$ cat config.mk
export PLATFORM = sky130hd
export DESIGN_NAME = ofdm_rx_output_buffer_flat
export DESIGN_NICKNAME = d
export VERILOG_FILES = /design/src/rtl/ofdm_rx_output_buffer_if.sv /design/src/rtl/ofdm_rx_output_buffer.sv /design/src/flat_wrapper.sv
export SDC_FILE = /design/constraint.sdc
export NUM_CORES = 1
export LEC_CHECK = 0
export BUFFER_PORTS_ARGS = -buffer_cell sky130_fd_sc_hd__buf_4
export CAP_MARGIN = 15
export CORE_ASPECT_RATIO = 1.2
export CORE_MARGIN = 5
export CORE_UTILIZATION = 56
export CTS_BUF_LIST = sky130_fd_sc_hd__clkbuf_4
export CTS_CLUSTER_DIAMETER = 50
export DETAILED_ROUTE_END_ITERATION = 10
export PLACE_DENSITY = 0.86
export SLEW_MARGIN = 20
export SYNTH_ARGS = -nofsm -noshare
export SYNTH_HDL_FRONTEND = slang
export SYNTH_SLANG_ARGS = --single-unit
export TNS_END_PERCENT = 5
$ cat constraint.sdc
create_clock -name clk -period 2.4 [get_ports clk]
set_clock_uncertainty 0.15 [all_clocks]
set_input_delay 0.48 -clock clk [delete_from_list [all_inputs] [get_ports clk]]
set_output_delay 0.48 -clock clk [all_outputs]
set_load 0.005 [all_outputs]
$ cat src/rtl/ofdm_rx_output_buffer_if.sv
// Handshake and data bundle between the OFDM demodulator, the output buffer and the frame consumer.
// The master drives din/din_valid/dout_rready/ovf_clr; the slave (buffer) drives the rest.
interface ofdm_rx_output_buffer_if;
    logic         din;
    logic         din_valid;
    logic         din_ready;
    logic [7:0]   wr_pointer;
    logic [223:0] dout;
    logic         dout_valid;
    logic         dout_rready;
    logic         buff_full;
    logic         overflow;
    logic         ovf_clr;

    modport master (
        output din, din_valid, dout_rready, ovf_clr,
        input  din_ready, wr_pointer, dout, dout_valid, buff_full, overflow
    );

    modport slave (
        input  din, din_valid, dout_rready, ovf_clr,
        output din_ready, wr_pointer, dout, dout_valid, buff_full, overflow
    );
endinterface

$ cat src/rtl/ofdm_rx_output_buffer.sv
// Serial-to-224-bit frame assembler; dout_valid rises on the edge accepting bit 223, held until dout_rready.
// Backpressure via din_ready; OFDM_RX_OUTPUT_DOUBLE_BUFFER_EN adds a separate assembly register.
module ofdm_rx_output_buffer (
    input  logic                     clk,
    input  logic                     nreset,
    ofdm_rx_output_buffer_if.slave   bus
);
    localparam logic [7:0] LAST_IDX = 8'd223;

    logic [7:0]   wr_ptr_q, wr_ptr_d;
    logic [223:0] dout_q, dout_d;
    logic         dout_valid_q, dout_valid_d;
    logic         ovf_q, ovf_d;
    logic         din_ready;
    logic         fire;
    logic         last;

    assign fire = bus.din_valid & din_ready;
    assign last = (wr_ptr_q == LAST_IDX);

`ifdef OFDM_RX_OUTPUT_DOUBLE_BUFFER_EN
    logic [223:0] asm_q, asm_d;
    logic         pend_q, pend_d;
    logic         dout_free;

    assign dout_free = ~dout_valid_q | bus.dout_rready;
    assign din_ready = nreset & ~pend_q;

    always_comb begin
        asm_d        = asm_q;
        dout_d       = dout_q;
        pend_d       = pend_q;
        wr_ptr_d     = wr_ptr_q;
        dout_valid_d = dout_valid_q & ~bus.dout_rready;
        if (fire) begin
            asm_d[wr_ptr_q] = bus.din;
        end
        // A pending frame parks wr_pointer at 223 until dout frees up.
        if (pend_q) begin
            if (dout_free) begin
                dout_d       = asm_q;
                dout_valid_d = 1'b1;
                pend_d       = 1'b0;
                wr_ptr_d     = 8'd0;
            end
        end else if (fire && last) begin
            if (dout_free) begin
                dout_d       = asm_d;
                dout_valid_d = 1'b1;
                wr_ptr_d     = 8'd0;
            end else begin
                pend_d = 1'b1;
            end
        end else if (fire) begin
            wr_ptr_d = wr_ptr_q + 8'd1;
        end
    end

    always_ff @(posedge clk or negedge nreset) begin
        if (!nreset) begin
            asm_q  <= '0;
            pend_q <= 1'b0;
        end else begin
            asm_q  <= asm_d;
            pend_q <= pend_d;
        end
    end
`else
    // dout doubles as the assembly register, so filling waits for consumption.
    assign din_ready = nreset & ~dout_valid_q;

    always_comb begin
        dout_d       = dout_q;
        wr_ptr_d     = wr_ptr_q;
        dout_valid_d = dout_valid_q & ~bus.dout_rready;
        if (fire) begin
            dout_d[wr_ptr_q] = bus.din;
            if (last) begin
                wr_ptr_d     = 8'd0;
                dout_valid_d = 1'b1;
            end else begin
                wr_ptr_d = wr_ptr_q + 8'd1;
            end
        end
    end
`endif

    // Set wins over clear so no overflow event is lost.
    always_comb begin
        ovf_d = (bus.din_valid & ~din_ready) | (ovf_q & ~bus.ovf_clr);
    end

    always_ff @(posedge clk or negedge nreset) begin
        if (!nreset) begin
            wr_ptr_q     <= 8'd0;
            dout_q       <= '0;
            dout_valid_q <= 1'b0;
            ovf_q        <= 1'b0;
        end else begin
            wr_ptr_q     <= wr_ptr_d;
            dout_q       <= dout_d;
            dout_valid_q <= dout_valid_d;
            ovf_q        <= ovf_d;
        end
    end

    assign bus.din_ready  = din_ready;
    assign bus.wr_pointer = wr_ptr_q;
    assign bus.dout       = dout_q;
    assign bus.dout_valid = dout_valid_q;
    assign bus.buff_full  = dout_valid_q;
    assign bus.overflow   = ovf_q;
endmodule

$ cat src/flat_wrapper.sv
// flat-port wrapper written by rule: the top's interface ports become plain ports
module ofdm_rx_output_buffer_flat 
  (clk, nreset, bus_din, bus_din_valid, bus_dout_rready, bus_ovf_clr, bus_din_ready, bus_wr_pointer, bus_dout, bus_dout_valid, bus_buff_full, bus_overflow);
  ofdm_rx_output_buffer_if bus_i ();
  input  logic clk;
  input  logic nreset;
  input wire logic [$bits(bus_i.din)-1:0] bus_din;
  input wire logic [$bits(bus_i.din_valid)-1:0] bus_din_valid;
  input wire logic [$bits(bus_i.dout_rready)-1:0] bus_dout_rready;
  input wire logic [$bits(bus_i.ovf_clr)-1:0] bus_ovf_clr;
  output wire logic [$bits(bus_i.din_ready)-1:0] bus_din_ready;
  output wire logic [$bits(bus_i.wr_pointer)-1:0] bus_wr_pointer;
  output wire logic [$bits(bus_i.dout)-1:0] bus_dout;
  output wire logic [$bits(bus_i.dout_valid)-1:0] bus_dout_valid;
  output wire logic [$bits(bus_i.buff_full)-1:0] bus_buff_full;
  output wire logic [$bits(bus_i.overflow)-1:0] bus_overflow;
  assign bus_i.din = bus_din;
  assign bus_i.din_valid = bus_din_valid;
  assign bus_i.dout_rready = bus_dout_rready;
  assign bus_i.ovf_clr = bus_ovf_clr;
  assign bus_din_ready = bus_i.din_ready;
  assign bus_wr_pointer = bus_i.wr_pointer;
  assign bus_dout = bus_i.dout;
  assign bus_dout_valid = bus_i.dout_valid;
  assign bus_buff_full = bus_i.buff_full;
  assign bus_overflow = bus_i.overflow;
  ofdm_rx_output_buffer u_core (.clk(clk), .nreset(nreset), .bus(bus_i));
endmodule
Word level (Yosys, flattened, before mapping)
Index checks and enable logic that the tools add are counted.

storage, ports and cells
  memory bits (writable) = 0
  memories = 0
  ROM bits = 0
  latch bits = 0
  flip-flop bits (word level) = 234

operators by class
  div/mod/pow operators = 0
  $mul = 0
  shift operators = 0
  bitwise operators = 10
  reductions and logical operators = 1
  add/subtract/negate cells = 1
  multiplexer cells = 6
  $lt $le $gt $ge = 2
  eq/ne operators = 1

operators by type and width
  cell                                                                                 count
  224-bit bitwise mux                                                                  1
  8-bit by 9-bit < comparator with 1-bit output, second input constant                 1
  8-bit by 1-bit adder with 8-bit output, second input constant                        1
  1-bit demux with 8-bit select                                                        1
  8-bit equality test, second input constant                                           1
  8-bit by 1-bit greater-or-equal comparator with 1-bit output, second input constant  1
  8-bit two-way mux                                                                    1
  1-bit bitwise AND                                                                    5
  1-bit NOT                                                                            4
  1-bit two-way mux                                                                    3
  1-bit logical AND                                                                    1
  1-bit OR                                                                             1

Longest topological paths before layout
  depth after elaboration = 5
  depth in mapped cells = 6
  gate-level depth less buffers = 5

Least setup slack after synthesis
Ideal clock, no wire load.

  kind = register to register
  start = register u_core.wr_ptr_q[0] (netlist: u_core.bus.wr_pointer[0])
  end = register u_core.dout_q[66] (netlist: u_core.bus.dout[66])
  clock period less this slack = 2.054 ns
  buffers on the path = 1
  data arrival time = 1.776 ns
  slack = 0.346 ns
  required time = 2.123 ns
  library setup time = 0.127 ns
  cell stages (with the launch flop) = 7
  path through = dfrtp_1 -> inv_1 -> ha_1 -> nor3b_1 -> buf_2 -> nand3_1 -> mux2_1

between the ends
  cells in the longest elaborated chain, start to end = 5
  elaborated cells between the ends (all ways) = 6
  classes of those cells = 2 x order compare; 3 x mux; 1 x reduce/logical

ends and longest elaborated chain
  item                                                                                                                                                        RTL line                      text
  from (decl)                                                                                                                                                 ofdm_rx_output_buffer.sv:10   logic [7:0] wr_ptr_q, wr_ptr_d;
  from (signal assigned)                                                                                                                                      ofdm_rx_output_buffer.sv:100  wr_ptr_q <= wr_ptr_d;
  8-bit by 9-bit < comparator with 1-bit output (not written as such) / 8-bit by 1-bit greater-or-equal comparator with 1-bit output (equally long branches)  ofdm_rx_output_buffer.sv:77   dout_d[wr_ptr_q] = bus.din;
  1-bit logical AND (not written as such)                                                                                                                     ofdm_rx_output_buffer.sv:77
  1-bit two-way mux (not written as such)                                                                                                                     ofdm_rx_output_buffer.sv:77
  1-bit demux with 8-bit select (*)                                                                                                                           --
  224-bit bitwise mux (*)                                                                                                                                     ofdm_rx_output_buffer.sv:77
  to (signal assigned)                                                                                                                                        ofdm_rx_output_buffer.sv:101  dout_q <= dout_d;
  to (decl)                                                                                                                                                   ofdm_rx_output_buffer.sv:11   logic [223:0] dout_q, dout_d;

Every way passes the cells marked *; elsewhere a longest branch is shown, timed or not.
A chain may end at the register's enable or synchronous reset.

Final worst setup path
  start = register u_core.wr_ptr_q[6] (netlist: u_core.bus.wr_pointer[6])
  end = output port bus_wr_pointer[6]

RTL lines
  item       RTL line            text
  to (decl)  flat_wrapper.sv:12  output wire logic [$bits(bus_i.wr_pointer)-1:0] bus_wr_pointer;

No word-level cell between the ends.

==> flow_metrics.env <==
export IMPL_dr_pass1_iters=5
export IMPL_worst_setup_path_type="register to output port"
export IMPL_wl_mm=30.0
export IMPL_fin_setup_tns_ns=0
export IMPL_cts_buffer_depth=3
export IMPL_synth_area_sq_um=10700
export IMPL_grt_pass1_wl_mm=47.6
export IMPL_die_y_um=162
export IMPL_cpPeakStageDelay_ns=0.50
export IMPL_cp_top_family="flip-flops"
export IMPL_layout_nets=1132
export IMPL_end_kind="output port"
export IMPL_clkTransAtPathRegs_ns=0.06
export IMPL_synth_nets=874
export IMPL_yosys_warnings=0
export IMPL_viasPerCell=5.73
export IMPL_layout_drive_gt1_share=0.541
export IMPL_synth_area_leaders="dfrtp_1 (55%), mux2_2 (22%), nor3_1 (6.9%)"
export IMPL_drc_errors=0
export IMPL_grt_pass1_vias=8436
export IMPL_cts_tree="built"
export IMPL_whs_path_depth=1
export IMPL_wl_met2_mm=15.1
export IMPL_rsz0062_at_grt="no"
export IMPL_grt_max_degree=225
export IMPL_ys_async_sr_fraction=1.00
export IMPL_synth_commonest_cells="dfrtp_1 (234), mux2_2 (207), nor3_1 (148)"
export IMPL_drtIter0Drc=661
export IMPL_gp_congestion=0.833
export IMPL_cts_root_buf="clkbuf_4"
export IMPL_fp_dieW_um=136
export IMPL_startpoint_type="register"
export IMPL_avgSynthCellArea_sq_um=12.4
export IMPL_io_buffers=241
export IMPL_cp_common_cell="buf_4"
export IMPL_path_max_fanout=22
export IMPL_vdd_ir_drop_max_mv=0.414
export IMPL_place_ws_ns=0.177
export IMPL_status="complete, no violations"
export IMPL_clk_latency_ns=0.65
export IMPL_synth_most_common_cell="dfrtp_1"
export IMPL_placedCellCount=1314
export IMPL_fin_ws_ns=0.146
export IMPL_hpwlAfterDp_mm=19.6
export IMPL_worstPathArrival_ns=1.62
export IMPL_ff2ff_path_depth=3
export IMPL_cts_buffers=57
export IMPL_synth_top_area_frac=0.545
export IMPL_syn2layout_area_growth_pct=26.8
export IMPL_slew_headroom=0.378
export IMPL_top_layer="met4"
export IMPL_synth_edff_count=0
export IMPL_antenna_left=0
export IMPL_pin_count=242
export IMPL_ys_types=41
export IMPL_dieArea_sq_um=22100
export IMPL_synth_top_cell_by_area="dfrtp_1"
export IMPL_setup_viol=0
export IMPL_post_cts_setup_buffers=0
export IMPL_layoutNonFillerInstCount=1409
export IMPL_drt_wirelength_per_cell_um=21.3
export IMPL_cp_slowest_cell="dfrtp_1"
export IMPL_leakagePower_nw=6.64
export IMPL_overflow=0
export IMPL_synth_seq_area_share=0.545
export IMPL_cp_num_cells=2
export IMPL_initial_core_util=0.569
export IMPL_rows=55
export IMPL_period_share=0.939
export IMPL_fin_util=0.722
export IMPL_final_max_slew_viol_count=0
export IMPL_finalHoldViolCount=0
export IMPL_clkSinkCount=234
export IMPL_routedLengthMet1_mm=12.0
export IMPL_required_ns=1.77
export IMPL_path_cells="buf_4 > buf_4"
export IMPL_clock_tree_htree_level_count=2
export IMPL_hold_path_class="register to register"
export IMPL_timing_critical_path_buf_inv=2
export IMPL_met3_length_mm=1.82
export IMPL_fmax_mhz=444
export IMPL_core_sq_um=18900
export IMPL_ys_flop_type="dfrtp_1"
export IMPL_power_density_nw_per_um2=684
export IMPL_cap_violations=0
export IMPL_ys_ff_latch=234
export IMPL_fin_crit_ns=2.25
export IMPL_worst_pin_slew_ns=0.933
export IMPL_via_count=8080
export IMPL_synthCells=864
export IMPL_grt_antenna_before_repair=1
export IMPL_grt_total_usage=0.275
[power breakdown]
part	switching [W]	internal, W
clock	0.00150	0.00161
sequential	0.000176	0.00416
combinational	0.00115	0.000718
[worst paths after layout]
path,from,slack (ns),to
setup / recovery,u_core.bus.wr_pointer[6]$_DFFE_PN0P_,0.15,bus_wr_pointer[6]
hold / removal,u_core.bus.dout[6]$_DFFE_PN0P_,0.34,u_core.bus.dout[6]$_DFFE_PN0P_
setup reg to reg,u_core.bus.wr_pointer[4]$_DFFE_PN0P_,0.20,u_core.bus.dout[77]$_DFFE_PN0P_
hold reg to reg,u_core.bus.dout[6]$_DFFE_PN0P_,0.34,u_core.bus.dout[6]$_DFFE_PN0P_
max in group asynchronous,nreset,0.89,u_core.bus.dout[167]$_DFFE_PN0P_
min in group asynchronous,nreset,0.49,u_core.bus.dout[0]$_DFFE_PN0P_
[worst reg2reg max path, stage by stage, from the launching register on]
cell and delay [ns]:
dfrtp_1 0.51, or4b_1 0.80, nor3_1 0.26, mux2_2 0.36
[flip-flops by register name (all words and copies together) (netlist names)]
| register | count |
|---|---|
| u_core.bus.buff_full | 1 |
| u_core.bus.wr_pointer | 8 |
| u_core.bus.overflow | 1 |
| u_core.bus.dout | 224 |
[routing by layer]
metal | vias to the layer above | track usage
li1 | 3652 | -
met4 | 0 | 0.117
met2 | 294 | 0.441
met3 | 56 | 0.0638
met1 | 4078 | 0.361
met5 | - | 0
[placed cells by master, fill, tap and decap left out, types with 2 or more instances in the layout]
| cell type | n |
|---|---|
| nor3b_2 | 4 |
| mux2_1 | 17 |
| nor3_1 | 148 |
| or4b_4 | 3 |
| buf_12 | 5 |
| nand2b_1 | 4 |
| nand3b_1 | 5 |
| or3_1 | 2 |
| dlygate4sd3_1 | 5 |
| inv_1 | 5 |
| clkbuf_4 | 80 |
| nand4bb_1 | 6 |
| nand2_1 | 7 |
| o21ai_0 | 5 |
| and4b_1 | 3 |
| nor3_2 | 20 |
| dfrtp_2 | 2 |
| o31ai_1 | 2 |
| ha_1 | 4 |
| nand4b_1 | 4 |
| a21oi_1 | 3 |
| nor4b_2 | 4 |
| clkinv_1 | 6 |
| o211ai_1 | 2 |
| clkinv_2 | 2 |
| nand3_1 | 59 |
| mux2_2 | 207 |
| buf_4 | 285 |
| dfrtp_1 | 232 |
| and4bb_2 | 6 |
[cells by family after synthesis]
| logic type | count (synthesis) | synth area share |
|---|---|---|
| AOI/OAI and AO/OA | 15 | 0.00874 |
| xor gates and xnor gates | 2 | 0.00163 |
| adders and majority gates | 4 | 0.00466 |
| buffers and inverters | 102 | 0.0424 |
| DFF | 234 | 0.545 |
| muxes | 224 | 0.235 |
| and+or+nand+nor | 283 | 0.162 |
[stage by stage]
stage	cell area [sq um]	hold WS (ns)	power (W)
CTS	13600	0.350	0.00938
global route	13600	0.369	0.00976
finish	13600	0.344	0.00931
global placement	12900	0.127	0.00621
floorplan	10700	0.0344	0.00525
detailed placement	12900	0.128	0.00625
[cell type report]
| type | instances | area [sq um] |
|---|---|---|
| Multi-Input combinational cell | 528 | 4450 |
| Sequential cell | 234 | 5860 |
| Tap cell | 256 | 320 |
| Inverter | 5 | 18.8 |
| Clock buffer | 80 | 601 |
| Antenna cell | 1 | 2.50 |
| Fill cell | 1349 | 5240 |
| Clock inverter | 9 | 62.6 |
| Timing Repair Buffer | 296 | 2300 |
[timing repair]
action	in CTS	in global routing
endpoints found under the setup margin	1	1
endpoints found under the hold margin	236	0
resized for setup	1	1
hold buffers	5	0
Note: power is estimated with default switching activity, not from simulation.
